<file path="config.mk">
export PLATFORM = sky130hd
export DESIGN_NAME = memory_arbiter
export DESIGN_NICKNAME = d
export VERILOG_FILES = /design/src/rtl/cpu_types_pkg.sv /design/src/rtl/mem_watchdog.sv /design/src/rtl/memory_arbiter.sv
export SDC_FILE = /design/constraint.sdc
export NUM_CORES = 1
export LEC_CHECK = 0
export ABC_CLOCK_PERIOD_IN_PS = 1900
export CAP_MARGIN = 0
export CORE_MARGIN = 10
export CORE_UTILIZATION = 22
export DETAILED_ROUTE_END_ITERATION = 10
export PLACE_DENSITY_LB_ADDON = 0.3
export SLEW_MARGIN = 0
export SYNTH_ARGS = -nofsm -noshare
export SYNTH_HDL_FRONTEND = slang
export SYNTH_SLANG_ARGS = --single-unit
export TNS_END_PERCENT = 10
</file>
<file path="constraint.sdc">
create_clock -name CLK -period 1.9 [get_ports CLK]
set_input_delay 0.285 -clock CLK [delete_from_list [all_inputs] [get_ports CLK]]
set_output_delay 0.285 -clock CLK [all_outputs]
set_load 0.05 [all_outputs]
</file>
<file path="src/rtl/cpu_types_pkg.sv">
// Shared types for the cache/RAM side of the memory arbiter.
package cpu_types_pkg;

   typedef logic [31:0] word_t;

   typedef enum logic [1:0] {
      FREE   = 2'b00,
      BUSY   = 2'b01,
      ACCESS = 2'b10,
      ERROR  = 2'b11
   } ramstate_t;

   typedef enum logic [1:0] {
      IDLE  = 2'b00,
      ISERV = 2'b01,
      DSERV = 2'b10
   } arb_state_t;

   // Identifies which cache was served most recently, for round-robin.
   typedef enum logic {
      REQ_I = 1'b0,
      REQ_D = 1'b1
   } requester_t;

endpackage

</file>
<file path="src/rtl/mem_watchdog.sv">
// Service-time watchdog: counts stalled service cycles and flags the
// cycle in which a granted access has waited TIMEOUT-1 cycles.
module mem_watchdog #(
   parameter int TIMEOUT = 64
) (
   input  logic clk,
   input  logic rst,
   input  logic clear,
   input  logic run,
   output logic expired
);

   localparam int CW = $clog2(TIMEOUT) + 1;
   localparam logic [CW-1:0] LAST = CW'(TIMEOUT - 1);

   logic [CW-1:0] count_q, count_d;

   assign expired = run && (count_q == LAST);

   // Next count: cleared outside service or on expiry, otherwise advance while stalled.
   always_comb begin
      count_d = count_q;
      if (clear || expired) begin
         count_d = '0;
      end else if (run) begin
         count_d = count_q + 1'b1;
      end
   end

   // Count register with synchronous reset.
   always_ff @(posedge clk) begin
      if (rst) begin
         count_q <= '0;
      end else begin
         count_q <= count_d;
      end
   end

endmodule

</file>
<file path="src/rtl/memory_arbiter.sv">
// Grants the single RAM port to the icache or the dcache, one access at a
// time, and releases the granted wait on ACCESS, ERROR or watchdog expiry.
//
//   state | meaning
//   ------+-------------------------------------------
//   IDLE  | no grant; both waits high, RAM port quiet
//   ISERV | icache owns the RAM port
//   DSERV | dcache owns the RAM port
//
// Address/data are passed through from the owner rather than latched, so
// completion can be signalled in the same cycle the RAM reports it.
module memory_arbiter
   import cpu_types_pkg::*;
#(
   parameter int    TIMEOUT = 64,
   parameter word_t ERRWORD = 32'hBAD1BAD1
) (
   input  logic      CLK,
   input  logic      RST,
   input  logic      iREN,
   input  word_t     iaddr,
   output logic      iwait,
   output word_t     iload,
   input  logic      dREN,
   input  logic      dWEN,
   input  word_t     daddr,
   input  word_t     dstore,
   output logic      dwait,
   output word_t     dload,
   output logic      ramREN,
   output logic      ramWEN,
   output word_t     ramaddr,
   output word_t     ramstore,
   input  word_t     ramload,
   input  ramstate_t ramstate,
   output logic      memerr
);

   arb_state_t state_q, state_d;
   requester_t last_q, last_d;

   logic d_req;
   logic serve_i, serve_d, serving;
   logic req_live;
   logic hit_access, hit_error;
   logic wd_expired;
   logic done, fail;

   assign d_req      = dREN | dWEN;
   // A reset cycle never shows a grant, so nothing is released mid-reset.
   assign serve_i    = (state_q == ISERV) && !RST;
   assign serve_d    = (state_q == DSERV) && !RST;
   assign serving    = serve_i | serve_d;
   assign req_live   = (serve_i && iREN) || (serve_d && d_req);
   assign hit_access = (ramstate == ACCESS);
   assign hit_error  = (ramstate == ERROR);
   assign done       = req_live && hit_access;
   assign fail       = req_live && !hit_access && (hit_error || wd_expired);

   mem_watchdog #(
      .TIMEOUT (TIMEOUT)
   ) u_watchdog (
      .clk     (CLK),
      .rst     (RST),
      .clear   (!serving),
      .run     (req_live && !hit_access && !hit_error),
      .expired (wd_expired)
   );

   // RAM port and cache response muxing for the current owner.
   always_comb begin
      iwait    = 1'b1;
      dwait    = 1'b1;
      iload    = '0;
      dload    = '0;
      ramREN   = 1'b0;
      ramWEN   = 1'b0;
      ramaddr  = '0;
      ramstore = '0;
      memerr   = 1'b0;
      if (serve_i) begin
         ramREN  = iREN;
         ramaddr = iaddr;
         if (done) begin
            iwait = 1'b0;
            iload = ramload;
         end else if (fail) begin
            iwait  = 1'b0;
            iload  = ERRWORD;
            memerr = 1'b1;
         end
      end else if (serve_d) begin
         // A simultaneous read and write is handled as a write.
         ramWEN   = dWEN;
         ramREN   = dREN & ~dWEN;
         ramaddr  = daddr;
         ramstore = dstore;
         if (done) begin
            dwait = 1'b0;
            dload = ramload;
         end else if (fail) begin
            dwait  = 1'b0;
            dload  = ERRWORD;
            memerr = 1'b1;
         end
      end
   end

   // Grant selection and return to IDLE after completion or withdrawal.
   always_comb begin
      state_d = state_q;
      last_d  = last_q;
      unique case (state_q)
         IDLE: begin
            if (d_req && (!iREN || last_q == REQ_I)) begin
               state_d = DSERV;
            end else if (iREN) begin
               state_d = ISERV;
            end
         end
         ISERV: begin
            if (!iREN) begin
               state_d = IDLE;
            end else if (done || fail) begin
               state_d = IDLE;
               last_d  = REQ_I;
            end
         end
         DSERV: begin
            if (!d_req) begin
               state_d = IDLE;
            end else if (done || fail) begin
               state_d = IDLE;
               last_d  = REQ_D;
            end
         end
         default: state_d = IDLE;
      endcase
   end

   // State and round-robin history registers.
   always_ff @(posedge CLK) begin
      if (RST) begin
         state_q <= IDLE;
         last_q  <= REQ_I;
      end else begin
         state_q <= state_d;
         last_q  <= last_d;
      end
   end

endmodule
</file>
## Yosys cells after proc, flatten, opt, wreduce, memory -nomap -nowiden

Index checks and enable logic that the tools add are counted.

| cells by class | value |
|---|---|
| add/subtract/negate cells | 1 |
| equal/unequal tests | 10 |
| muxes and demuxes | 33 |
| bitwise operators | 5 |
| reductions and logical operators | 24 |

Operators by type and width:

| operator | number |
|---|---|
| 32-bit two-way mux | 9 |
| 1-bit two-way mux | 17 |
| 1-bit logical AND | 10 |
| 2-bit two-way mux | 5 |
| 7-bit by 1-bit adder with 7-bit output (second input constant) | 1 |
| 7-bit by 6-bit == test with 1-bit output (second input constant) | 1 |
| 2-bit == test (second input constant) | 3 |
| 2-bit case mux with 3 select lines | 1 |
| 1-bit zero test | 5 |
| 1-bit logical OR | 5 |
| 5-bit AND reduction | 1 |
| 2-bit by 1-bit inequality test with 1-bit output (second input constant) | 2 |
| 2-bit inequality test (second input constant) | 2 |
| 3-bit inequality test (second input constant) | 1 |
| 2-bit by 1-bit == test with 1-bit output (second input constant) | 1 |
| 2-bit zero test | 1 |
| 1-bit inverter | 2 |
| 1-bit OR | 2 |
| 1-bit case mux with 2 select lines | 1 |
| 2-bit nonzero test | 1 |
| 2-bit OR reduction | 1 |
| 1-bit bitwise AND | 1 |

| word-level totals | value |
|---|---|
| bits in registers | 10 |
| input port bits | 135 |
| output and inout bits | 133 |
| logic and storage cells | 76 |

## Longest topological paths before layout

| depth | value |
|---|---|
| depth after elaboration | 13 |
| depth in mapped cells | 7 |
| mapped depth without buffers | 5 |

## By module

Synthesis repeated with hierarchy kept, for this count alone.

| second synthesis, totals | value |
|---|---|
| cells, all modules | 247 |
| area, all modules | 1577.8 um^2 |

Modules (own cells, without submodules):

| module | times used | cells each | area an instance (um^2) | sequential area each (um^2) |
|---|---|---|---|---|
| memory_arbiter | 1 | 216 | 1262.5 | 60.1 |
| mem_watchdog | 1 | 31 | 315.3 | 140.1 |

## Least setup slack after synthesis

No wires, ideal clock.

| timing path | value |
|---|---|
| path kind | register to output |
| start point | reg u_watchdog.count_q[0] |
| end point | out memerr |
| data arrival time | 2.147 ns |
| required time | 1.615 ns |
| setup slack | -0.532 ns |
| cell stages (with the launch flop) | 6 |
| path buffers | 0 |
| cells stage by stage | dfxtp_1 -> ha_1 -> nand3_1 -> nor3_1 -> mux2i_1 -> nor3_1 |

| on the way | value |
|---|---|
| cells in the longest elaborated chain, start to end | 8 |

Ends and longest elaborated chain:

| element | line | source |
|---|---|---|
| start, declared | mem_watchdog.sv:16 | `logic [CW-1:0] count_q, count_d;` |
| start signal, assigned | mem_watchdog.sv:35 | `count_q <= count_d;` |
| 7-bit by 6-bit == test with 1-bit output * | mem_watchdog.sv:18 | `assign expired = run && (count_q == LAST);` |
| 1-bit logical AND * | mem_watchdog.sv:18 |  |
| 1-bit logical OR * | memory_arbiter.sv:58 | `assign fail = req_live && !hit_access && (hit_error \|\| wd_expired);` |
| 1-bit logical AND * | memory_arbiter.sv:58 |  |
| 1-bit two-way mux * | memory_arbiter.sv:87, memory_arbiter.sv:101 |  |
| 1-bit two-way mux * | memory_arbiter.sv:84, memory_arbiter.sv:98 |  |
| 1-bit two-way mux | memory_arbiter.sv:92 | `end else if (serve_d) begin` |
| 1-bit two-way mux * | memory_arbiter.sv:81 | `if (serve_i) begin` |
| end, declared | memory_arbiter.sv:36 | `output logic memerr` |

Mark *: on every way between the ends. The rest lies on a longest branch, timed or not.

## Worst setup path after layout

| timing path | value |
|---|---|
| start point | reg u_watchdog.count_q[1] |
| end point | out iload[31] |

| on the way | value |
|---|---|
| cells in the longest elaborated chain, start to end | 7 |

Ends and longest elaborated chain:

| element | line | source |
|---|---|---|
| 7-bit by 6-bit == test with 1-bit output | mem_watchdog.sv:18 |  |
| 1-bit logical AND | mem_watchdog.sv:18 |  |
| 1-bit logical OR | memory_arbiter.sv:58 |  |
| 1-bit logical AND | memory_arbiter.sv:58 |  |
| 32-bit two-way mux | memory_arbiter.sv:87 | `end else if (fail) begin` |
| 32-bit two-way mux | memory_arbiter.sv:84 | `if (done) begin` |
| 32-bit two-way mux | memory_arbiter.sv:81 |  |
| end, declared | memory_arbiter.sv:23 | `output word_t iload,` |

Every way passes these cells.

==> results.cfg <==
[run_status]
status = complete, but fails checks
failed_checks = negative setup slack

[power]
pwr_density_cell_nw_per_um2 = 274
seqPwrFrac = 0.124
intPower_mw = 1.06
power_switching_uw = 715
p_leak_nw = 2.58
ir_worst_vdd_mv = 0.177
p_clk_frac = 0.159
fin_total_pwr_mw = 1.77
swShare = 0.403
pwr-share-comb = 0.717

[finish]
final_nets = 675
drive_above_1_share = 0.454
finalNonFillerCells = 639
synthToLayoutAreaGrowth_pct = 304

[synthesis]
syn_inst = 256
async_flop_share = 0
syn_area_um2 = 1600
synth-warning-count = 0
yosys_register_bits = 10
synth_compound_area_frac = 0.253
synth_edf_count = 0
ys_seq_area_frac = 0.125
syn_nets = 392
synth_top_family_by_area = simple AND/OR/NAND/NOR gates
muxShareOfSynthArea = 0.0125
synth-simple-area-share = 0.532
avgSynthCellArea_um2 = 6.25
synth-adder-area-share = 0.00782
ys_types = 41
ys.flop_type = dfxtp_1
synth_xor_area_frac = 0.00547

[timing]
hold_viol = 0
finalSetupViolCount = 40
fin_crit_sh = 1.16
fmax_ghz = 0.452
finalClockSkew_ns = 0.0109
finalCriticalPeriod_ns = 2.21
fin_ws_ns = -0.311
slew_headroom = 0.624
tns_ns = -9.93
finalMaxSlewViolations = 0
hold_slack_ns = 0.520
rsz0062_at_grt = yes
worst_pin_slew_ns = 0.564

[drt]
ant_nets = 0
vias_per_cell = 5.09
drt_wl_total_um = 16300
wl_per_cell_um = 25.6
vias = 3254
firstDrtPassIters = 4
drc = 0
drt-initial-drc-count = 125

[placed_design]
port_buffers = 267
placedCellCount = 627
dpl.hpwl_um = 12900
gp_congestion = 0.878
dpl_worst_slack_ns = -0.229

[global_route]
track_usage = 0.272
grt_pass1_wl_um = 23700
overflow = 0
grt_pass1_vias = 3669
antenna_found_initial = 2
grt_max_degree = 38

[clocking]
insertion_delay_ns = 0.25
cts.sinks = 10
cts_buffers = 3
path_clk_slew_ns = 0.06
cts_tree = built
cts.path.max_buffers = 2
root_buffer = clkbuf_8
htreeDepth = 1

[floorplanning]
die-area_um2 = 11100
start_util = 0.223
io_pins = 268
die_x_um = 105
coreArea_um2 = 7180
die_y_um = 105
rows = 31

[critical_path]
worstPathCellList = ha_4, nand3_4, o31a_1, or2_4, buf_12, nor2_4, buf_12
criticalPathCategory = register to primary output
worst-path-max-fanout = 5
cpPeakStageDelay_ns = 0.37
start_kind = register
worstPathArrival_ns = 1.93
path_delay_family = simple AND/OR/NAND/NOR gates
crit_required_ns = 1.62
path_buf_inv = 2
cpMostUsedCell = buf_12
cp-end-kind = primary output
slowest_stage = dfxtp_4

[run]
cap_viol_max_count = 0

[hold_path]
hold_path_class = register to register
sequential cells by signal, indices dropped and copies added (netlist names):
name	count
last_q	1
u_watchdog.count_q	7
state_q	2
power groups by stage:
stage	Clock, mW	Sequential, mW	Combinational [mW]
2_1_floorplan	0	0.224	0.470
3_3_place_gp	0	0.225	1.19
3_5_place_dp	0	0.225	1.22
4_1_cts	0.275	0.222	1.25
5_1_grt	0.289	0.221	1.31
6_report	0.281	0.220	1.27
layout make-up:
type | count | area (um^2)
clock buffers | 4 | 55.1
fillers | 257 | 707
well taps | 99 | 124
repair buffers | 300 | 4390
flip-flops and latches | 10 | 211
inverters | 1 | 3.75
multi-input cells | 223 | 1680
diodes | 2 | 5.00
worst min-delay path, cell delays in order, from the launching register on:
cell and delay, ns:
dfxtp_1 0.35, nand2_1 0.08, a21oi_1 0.05
what timing repair did:
| action | 4_1_cts | 5_1_grt |
|---|---|---|
| resized for setup | 47 | 18 |
| setup endpoints to repair | 132 | 72 |
| hold buffers | 0 | 0 |
| cloned | 2 | 1 |
| pin swaps | 5 | 12 |
| setup buffers | 2 | 1 |
final timing paths:
| check | from | to | cells after the start | slack, ns |
|---|---|---|---|---|
| setup / recovery | u_watchdog.count_q[1] | iload[31] | 7 | -0.31 |
| hold / removal | u_watchdog.count_q[6] | u_watchdog.count_q[6] | 2 | 0.52 |
| setup reg to reg | u_watchdog.count_q[1] | u_watchdog.count_q[5] | 6 | 0.24 |
| hold reg to reg | u_watchdog.count_q[6] | u_watchdog.count_q[6] | 2 | 0.52 |
logic make-up after synthesis:
logic type      count (synthesis)
compound gates                 50
xor+xnor                        1
fa+ha+maj                       1
buf+inv                        23
flops                          10
mux                             2
simple gates                  169
per-stage QoR:
| stage | cell area, um^2 | utilization |
|---|---|---|
| after global placement | 6070 | 0.846 |
| after detailed placement | 6070 | 0.846 |
| after global routing | 6470 | 0.901 |
| final | 6470 | 0.901 |
| after floorplan | 1790 | - |
| after CTS | 6370 | 0.888 |
layer usage:
layer	GRT usage	wire, um	part of all wire	vias to the layer above
li1	-	-	-	1460
met1	0.247	5030	0.31	1561
met2	0.564	9620	0.59	201
met3	0.0743	1210	0.074	32
met4	0.0745	477	0.029	0
met5	0	0	0	-
layout by cell type (no fill, tap or decap), types with 7 or more instances in the layout:
cell and instances:
buf_12 137, clkdlybuf4s50_1 131, nor2_4 40, and2_1 33, a22o_1 31, nor2_1 21, nand2_1 21, buf_4 21
nor2_2 15, and3_1 14, dfxtp_1 7
Yosys cell counts (all sizes together), types with 3 or more instances:
cell type | n | area, um^2
nor2 | 76 | 308
and2 | 33 | 206
a22o | 32 | 280
nand2 | 23 | 88.8
and3 | 16 | 100
clkbuf | 15 | 56.3
dfxtp | 10 | 200
buf | 7 | 43.8
nand3 | 4 | 20.0
nor3 | 4 | 20.0
o21ai | 4 | 20.0
a21oi | 3 | 15.0
Power figures use the tool's default switching activity.
